===== src/rtl/srl_shift_fifo.sv =====
// Shift-register FIFO whose storage maps onto SRL16/SRL32 primitives.
// Latency: a word pushed at edge N is presented on out_data after edge N; no fall-through path.
// Backpressure: in_ready = !full, out_valid = !empty, both decoded from the registered fill count.
//
// Ports:
//   clk        sole clock, rising edge
//   rst        synchronous active-high reset; clears fill count and afull
//   in_valid   producer offers in_data
//   in_ready   FIFO can accept a word this cycle
//   in_data    write data
//   out_valid  FIFO holds at least one word
//   out_ready  consumer takes out_data this cycle
//   out_data   oldest stored word (combinational mux, don't-care when empty)
//   used       fill level 0..2**DEPTH_LOG2
//   afull      registered flag, used >= AFULL_LEVEL
module srl_shift_fifo #(
  parameter int WIDTH       = 8,
  parameter int DEPTH_LOG2  = 4,
  parameter int AFULL_LEVEL = (2 ** DEPTH_LOG2) - 2
) (
  input  logic                  clk,
  input  logic                  rst,
  input  logic                  in_valid,
  output logic                  in_ready,
  input  logic [WIDTH-1:0]      in_data,
  output logic                  out_valid,
  input  logic                  out_ready,
  output logic [WIDTH-1:0]      out_data,
  output logic [DEPTH_LOG2:0]   used,
  output logic                  afull
);

  localparam int                D        = 2 ** DEPTH_LOG2;
  localparam logic [DEPTH_LOG2:0] CNT_FULL = (DEPTH_LOG2 + 1)'(D);
  localparam logic [DEPTH_LOG2:0] CNT_AF   = (DEPTH_LOG2 + 1)'(AFULL_LEVEL);
  localparam logic [DEPTH_LOG2:0] CNT_ONE  = (DEPTH_LOG2 + 1)'(1);

  // No reset on the storage so it can pack into shift-register primitives.
  logic [WIDTH-1:0]        mem [D];
  logic [DEPTH_LOG2:0]     used_q;
  logic [DEPTH_LOG2:0]     used_d;
  logic [DEPTH_LOG2-1:0]   rd_addr;
  logic                    push;
  logic                    pop;
  logic                    afull_q;

  // Handshakes depend only on the registered count, so there is no
  // combinational path from in_valid/out_ready to the ready/valid outputs.
  assign in_ready  = (used_q != CNT_FULL);
  assign out_valid = (used_q != '0);
  assign push      = in_valid & in_ready;
  assign pop       = out_valid & out_ready;

  // The oldest word sits at position used-1. On a simultaneous push/pop the
  // shift moves every word up by one while the address stays put, so the
  // oldest word falls off the read point and the next-oldest takes its place.
  assign rd_addr  = used_q[DEPTH_LOG2-1:0] - DEPTH_LOG2'(1);
  assign out_data = mem[rd_addr];
  assign used     = used_q;
  assign afull    = afull_q;

  always_ff @(posedge clk) begin
    if (push) begin
      mem[0] <= in_data;
      for (int i = 1; i < D; i++) begin
        mem[i] <= mem[i-1];
      end
    end
  end

  // Push is blocked when full and pop is blocked when empty, so the counter
  // can never overflow or underflow.
  always_comb begin
    used_d = used_q;
    case ({push, pop})
      2'b10:   used_d = used_q + CNT_ONE;
      2'b01:   used_d = used_q - CNT_ONE;
      default: used_d = used_q;
    endcase
  end

  // afull is registered from the next-state count so it lines up with used.
  always_ff @(posedge clk) begin
    if (rst) begin
      used_q  <= '0;
      afull_q <= 1'b0;
    end else begin
      used_q  <= used_d;
      afull_q <= (used_d >= CNT_AF);
    end
  end

endmodule


===== config.mk =====
export PLATFORM = sky130hd
export DESIGN_NAME = srl_shift_fifo
export DESIGN_NICKNAME = d
export VERILOG_FILES = /design/src/rtl/srl_shift_fifo.sv
export SDC_FILE = /design/constraint.sdc
export NUM_CORES = 1
export LEC_CHECK = 0
export BUFFER_PORTS_ARGS = -buffer_cell sky130_fd_sc_hd__buf_4
export CAP_MARGIN = 15
export CORE_AREA = 8 8 144 146
export CTS_CLUSTER_DIAMETER = 80
export CTS_CLUSTER_SIZE = 10
export DETAILED_ROUTE_END_ITERATION = 8
export DIE_AREA = 0 0 152 154
export GPL_TIMING_DRIVEN = 0
export SLEW_MARGIN = 20
export SYNTH_ARGS = -nofsm -noshare
export SYNTH_HDL_FRONTEND = slang
export SYNTH_SLANG_ARGS = --single-unit

===== constraint.sdc =====
create_clock -name clk -period 7.3 [get_ports clk]
set_clock_uncertainty 0.15 [all_clocks]
set_input_delay 1.825 -clock clk [delete_from_list [all_inputs] [get_ports clk]]
set_output_delay 1.825 -clock clk [all_outputs]
set_load 0.02 [all_outputs]

==> summary.md, run 1 <==
| Metric | Value |
|---|---|
| Status | completed |
| Setup Fix Bufs, Post-CTS | 0 |
| Main synth FF type | edfxtp_1 |
| Mean Syn Cell Area | roughly 21 sq um |
| Cts hold-fix bufs | 0 |
| RSZ-0062 raised after global routing | false |
| Setup CP Type | reg2out |
| Max clock buf depth | 2 |
| Chip width | 152 um |
| Min Tclk post-route | 4.94 ns |
| Vias per cell | 4.66 |
| PD cells | 472 mW/mm^2 |
| Num rows | 50 |
| Vias | 2548 |
| MaxCap Viol Count | 0 |
| Crit path DAT | 2.96 ns |
| DRC | 0 |
| Hold WC Path Type | reg2reg |
| Fin. Hold Viols | 0 |
| Core area | roughly 0.018 sq mm |
| Layout area overhead | 20.1% |
| Max_slew headroom | 68.1% |
| Initial core utilization | 29.4% |
| Leakage power | 0.00228 uW |
| Critical Path RT | 5.33 ns |
| Mapped Nets | 275 |
| Final Setup Violations | 0 |
| Final Util | 35.3% |
| Global placer's final weighted congestion | 0.716 |
| ANT cells | 0 |
| Async SR Flop Fraction | 0% |
| Wire length per cell | 18.1 um |
| PortBufs | 27 |
| Register bit total from synthesis | about 130 |
| GR Overflow Total | 0 |
| H-tree Lvls | 4 |
| First-pass GRT wire length | about 16000 um |
| Routed WL | 9880 um |
| Commonest cells after routing, fill and taps aside | 128 x edfxtp_1, 29 x buf_4, 18 x mux4_2, 17 x clkbuf_16, 14 x mux4_1 |
| Hpwl dp | approximately 6300 um |
| IO Count | 28 |
| DR iter-0 viols | 227 |
| Initial antenna violation count | 0 |
| Clock sinks | 134 |
| WHS Path Cells | 0 |
| Number of synthesized flops with an enable pin | 128 |
| CTS tree | built |
| Tot GR Track Use | 8.72% |
| R2R cell count | 13 |
| Critical path's most frequent cell | buf_6 |
| Post-CTS sizing | 0 |
| Slew @ Worst Pin | 0.476 ns |
| Nets | about 320 |
| Pin count of the biggest net entering global routing | 59 |
| Critical path's slowest cell | dfxtp_1 |
| Syn Inst Count | 256 |
| Post-Layout Cell Count | 547 |
| First-pass iteration count of the detailed router | 4 |
| Yosys cell types | 35 |
| Die area | 0.0234 sq mm |
| Vias in the first global route | 2801 |
| Root buf cell | clkbuf_16 |
| Worst-path clk slew | 0.06 ns |
| Crit path cell chain | buf_6 > buf_12 > inv_1 > ha_1 > xor2_2 > buf_6 > mux4_2 > mux2i_1 > a21oi_1 > buf_4 |
| Post-Syn Area | 0.00543 sq mm |
| Post-placement cell area | 0.00598 sq mm |
| Worst setup SP type | register |
| Proportion of layout cells with a drive suffix above 1 | approximately 29% |
| Worst Setup End Kind | output port |
| Largest stage delay, worst path | 0.40 ns |
| Post-route cell area | 0.00652 sq mm |
| Pins Over Slew Limit | 0 |
| Ys Warns | 0 |
| Die Y | 154 um |
| Critical Path Fanout Max | 10 |
| Dpl cells | between 500 and 600 |
| Post-route ant nets | 0 |
| Sequential area share after synthesis | approximately three quarters |
| CTS Buf Count | 17 |
| Max Freq | 203 MHz |
| Leading cell type in the layout, fill and taps excluded | edfxtp_1 |
| Tcrit/Tclk final | just under 70% |
| IR drop worst, VDD | 0.162 mV |
| Worst skew pair latency | between 0.4 and 0.5 ns |
[worst max-delay path: cells and delay by family (launching register included)]
family,cells,cell delay [ns]
AO/OA/AOI/OAI,1,0.14
flip-flops,1,0.40
buffers and inverters,5,0.87
adder cells (fa/ha/maj),1,0.25
multiplexers,2,0.53
XOR/XNOR,1,0.35
[cells by family (layout without fill, tap and decap cells)]
logic type / after synthesis / count (layout) / synth area share [%]
muxes: 41 / 41 / 15.9
and+or+nand+nor: 29 / 29 / 3.04
AOI/OAI and AO/OA: 25 / 25 / 3.00
xor gates and xnor gates: 4 / 4 / 0.922
DFF: 134 / 134 / 73.0
buffers and inverters: 16 / 73 / 2.35
adders and majority gates: 7 / 7 / 1.75
[sequential cells by signal, summed over array words and instances (netlist names)]
register and count:
afull 1, mem 128, used 5
[power by group]
part | internal (uW) | total [uW] | switching (uW) | leakage, uW
combinational | 527 | 1190 | 660 | 0.000709
sequential | 1020 | 1100 | 74.6 | 0.00130
clock | 490 | 790 | 300 | 0.000267
[synthesized netlist by cell type, types with 2 or more instances]
cell	n	share of area, %
and2_1	3	0.35
mux4_2	18	7.5
dfxtp_1	6	2.2
nor2b_1	8	0.92
inv_1	4	0.28
a211oi_1	9	1.2
buf_4	2	0.28
buf_6	4	0.83
nor2_1	9	0.62
o21ai_0	3	0.28
mux4_1	14	6.8
a21oi_1	9	0.83
nand3_1	3	0.28
buf_2	3	0.28
mux2i_1	9	1.7
ha_1	6	1.4
edfxtp_1	128	71
[per-layer routing]
| metal | track usage [%] | up-vias | routed length, um |
|---|---|---|---|
| met3 | 2.80 | 16 | 282 |
| met1 | 10.6 | 1332 | 4560 |
| li1 | - | 1163 | - |
| met2 | 14.0 | 37 | 4870 |
| met5 | 0 | - | 0 |
| met4 | 4.00 | 0 | 162 |
[area by class of cell]
type / count / area (sq um)
Inverter: 4 / 15.0
Tap cell: 234 / 293
Clock buffer: 17 / 425
Multi-Input combinational cell: 106 / 1340
Fill cell: 1678 / 11900
Sequential cell: 134 / 3960
Timing Repair Buffer: 29 / 258
Buffer: 12 / 113
Clock inverter: 11 / 114
[through the flow]
step | worst slack, ns | setup TNS [ns] | power (uW) | hold WS (ns)
floorplan | 0.626 | 0 | 1890 | 0.267
global placement | -0.511 | -1.51 | 2310 | 0.273
detailed placement | 2.73 | 0 | 2330 | 0.276
CTS | 2.28 | 0 | 3130 | 0.287
global route | 2.13 | 0 | 3240 | 0.303
finish | 2.36 | 0 | 3080 | 0.287
[worst paths after layout]
check             startpoint  slack [ns]           to
hold reg to reg   mem[12][1]        0.29   mem[13][1]
hold / removal    mem[12][1]        0.29   mem[13][1]
setup reg to reg     used[0]        3.87        afull
setup / recovery     used[0]        2.36  out_data[2]
No activity file was read; power rests on OpenSTA's default activity.
==> run 2: changes to the inputs <==
ABC_AREA = 1   (was unset)
CORE_AREA = 8 8 151 153   (was 8 8 144 146)
DIE_AREA = 0 0 159 161   (was 0 0 152 154)
clock period = 4.6 ns   (was 7.3 ns; I/O delays follow)
==> run 2 against run 1 <==
Against the previous run:
- worst hold slack improved by 0.0024 ns
- via count rose by 49%
- first-iteration DRC count rose by 17%
- area after synthesis rose by 11%
- routed wire length rose by 27%
==> summary.md, run 2 <==
| Metric | Value |
|---|---|
| Max Freq | 231 MHz |
| Vias in the first global route | 3835 |
| R2R cell count | 10 |
| Post-route cell area | 0.00722 sq mm |
| Worst-path clk slew | 0.06 ns |
| WHS Endpoint | mem[3][1] |
| CTS tree | built |
| Crit path DAT | 3.03 ns |
| Post-placement cell area | 0.00665 sq mm |
| Post-Synth XOR/XNOR Area | between 1 and 1.5% |
| Core area | 0.0206 sq mm |
| Wire length per cell | about 14 um |
| Commonest cells after routing, fill and taps aside | 128 x edfxtp_1, 126 x nand2_1, 88 x nand3_1, 77 x inv_1, 66 x nor2_1 |
| Max clock buf depth | 2 |
| Syn Inst Count | 570 |
| Area occupied by multi-input gates | 0.00161 sq mm |
| Mapped Nets | roughly 600 |
| Worst skew pair latency | 0.42 ns |
| Hold WC Path Type | reg2reg |
| Largest family of logic cells by synthesized area | simple AND/OR/NAND/NOR gates |
| Hpwl dp | 8390 um |
| Synthesized-area fraction occupied by adder cells | 1.58% |
| Die Y | 161 um |
| Critical Path RT | 3.30 ns |
| ANT cells | 0 |
| Status | completed |
| Top cells by count, synth | 128 x edfxtp_1, 126 x nand2_1, 88 x nand3_1, 78 x inv_1, 66 x nor2_1 |
| Chip width | 159 um |
| Vias | 3804 |
| Tot GR Track Use | between 10 and 15% |
| Post-route ant nets | 0 |
| Slack of the critical path | 0.272 ns |
| Flop2flop setup slack | between 1 and 1.5 ns |
| Pre-CTS WS | between 0.4 and 0.5 ns |
| Setup Fix Bufs, Post-CTS | 0 |
| Number of flip-flops in the largest register | between 100 and 150 |
| DR iter-0 viols | 266 |
| Number of synthesized flops with an enable pin | approximately 130 |
| Worst setup SP type | register |
| Post-Syn Area | 0.00600 sq mm |
| Critical Path Fanout Max | 11 |
| Yosys cell types | 24 |
| Async SR Flop Fraction | 0% |
| Global placer's final weighted congestion | 0.770 |
| Fin. Hold Viols | 0 |
| First-pass iteration count of the detailed router | 4 |
| Sequential Area | 0.00396 sq mm |
| Max_slew headroom | a little over 50% |
| Worst r2r src | used[0] |
| Post-CTS sizing | 1 |
| Mux contribution to synthesized area | 0% |
| Ys Warns | 0 |
| PortBufs | 27 |
| Min Tclk post-route | 4.33 ns |
| Nets | 639 |
| Hold Crit Start | mem[2][1] |
| CTS Buf Count | 17 |
| DRC | 0 |
| Register bit total from synthesis | 134 |
| Area contributors post-synth | edfxtp_1 64%, nand2_1 7.9%, nand3_1 7.3%, inv_1 4.9%, nor2_1 4.1% |
| Share of the synthesized area in the top cell type | 64.0% |
| Clock sinks | 134 |
| Die area | ~0.026 sq mm |
| Pins Over Slew Limit | 0 |
| Setup CP Type | reg2out |
| Post-route setup TNS | 0 ns |
| Slew @ Worst Pin | between 0.7 and 0.8 ns |
| GR Overflow Total | 0 |
| First-pass GRT wire length | 20500 um |
| Filler cells | 2101 |
| Routed WL | 12600 um |
| Post-synthesis compound-gate area fraction | 0.584% |
| WHS Path Cells | 0 |
| Post-Synth Simple-Gate Area | 23.2% |
| Initial core utilization | roughly 29% |
| Top-count cell post-synth | edfxtp_1 |
| Pin count of the biggest net entering global routing | 31 |
| Final Setup Violations | 0 |
| H-tree Lvls | 4 |
| Synth area leader | edfxtp_1 |
| Num rows | 53 |
| MaxCap Viol Count | 0 |
| RSZ-0062 raised after global routing | false |
| Worst r2r dst | mem[1][3] |
| Reg with most FFs | mem |
| Root buf cell | clkbuf_16 |
| Tcrit/Tclk final | 94.1% |
| Layout area overhead | 20.3% |
| Mean Syn Cell Area | 10.5 sq um |
| IO Count | 28 |
| WHS | 0.289 ns |
| Proportion of layout cells with a drive suffix above 1 | 18.0% |
| Cts hold-fix bufs | 0 |
| Worst Setup End Kind | output port |
| Leading cell type in the layout, fill and taps excluded | edfxtp_1 |
| Sequential area share after synthesis | 66.0% |
| Main synth FF type | edfxtp_1 |
| Initial antenna violation count | 0 |
| Vias per cell | 4.19 |
run 2: cell types whose count changed after synthesis, moves of 3 or more:
| cell | change |
|---|---|
| a211oi_1 | -9 |
| clkbuf_1 | +5 |
| mux4_2 | -18 |
| nor2_1 | +57 |
| nand3_1 | +85 |
| or2_2 | +30 |
| a21oi_1 | -3 |
| and2_1 | -3 |
| buf_2 | +7 |
| inv_1 | +74 |
| mux2i_1 | -9 |
| nand2_1 | +126 |
| nor2b_1 | -8 |
| mux4_1 | -14 |
run 2: worst max path at each step:
stage	from	to	slack, ns
floorplan	used[0]	mem[0][0]	0.56
CTS	used[0]	out_data[3]	0.06
finish	used[0]	out_data[2]	0.27
global route	used[0]	out_data[4]	0.09
global placement	used[0]	mem[2][4]	-0.30
detailed placement	used[0]	out_data[2]	0.45
run 2: cell type report:
type	instances	area share (%)
plain buffers	24	1.92
clock buffers	19	5.99
clock inverters	12	1.89
inverters	79	4.16
multi-input cells	333	22.3
flip-flops and latches	134	54.9
well taps	275	4.76
repair buffers	31	4.12
run 2: layer usage:
layer  up-vias  routed length, um  global-route usage [%]
li1       1967                  -                       -
met1      1753               5780                    13.0
met2        77               6090                    16.6
met3         7                618                    2.24
met4         0                 77                    4.93
met5         -                  0                       0
run 2: metrics by stage:
stage	utilization, %	cells
floorplan	-	570
CTS	35.1	907
global placement	31.9	872
detailed placement	32.3	876
finish	35.1	907
global route	35.1	907
run 2: kinds of logic after synthesis:
group | after synthesis
flip-flops | 134
XOR/XNOR | 4
adder cells (fa/ha/maj) | 7
AO/OA/AOI/OAI | 7
AND/OR/NAND/NOR | 315
buffers and inverters | 103
run 2: worst max-delay path: stages, from the launching register on:
cell and delay (ns):
dfxtp_1 0.40, buf_2 0.18, inv_2 0.05, buf_2 0.20
buf_4 0.21, ha_1 0.28, buf_2 0.23, clkbuf_2 0.36
nor2_1 0.09, nand2_1 0.09, nand3_1 0.09, nand3_1 0.14
nand2_1 0.12, buf_4 0.18
Power of run 2 is left out: the tool's default activity adds up to more than one toggle a clock period on the data nets, which glitch-free logic cannot reach.
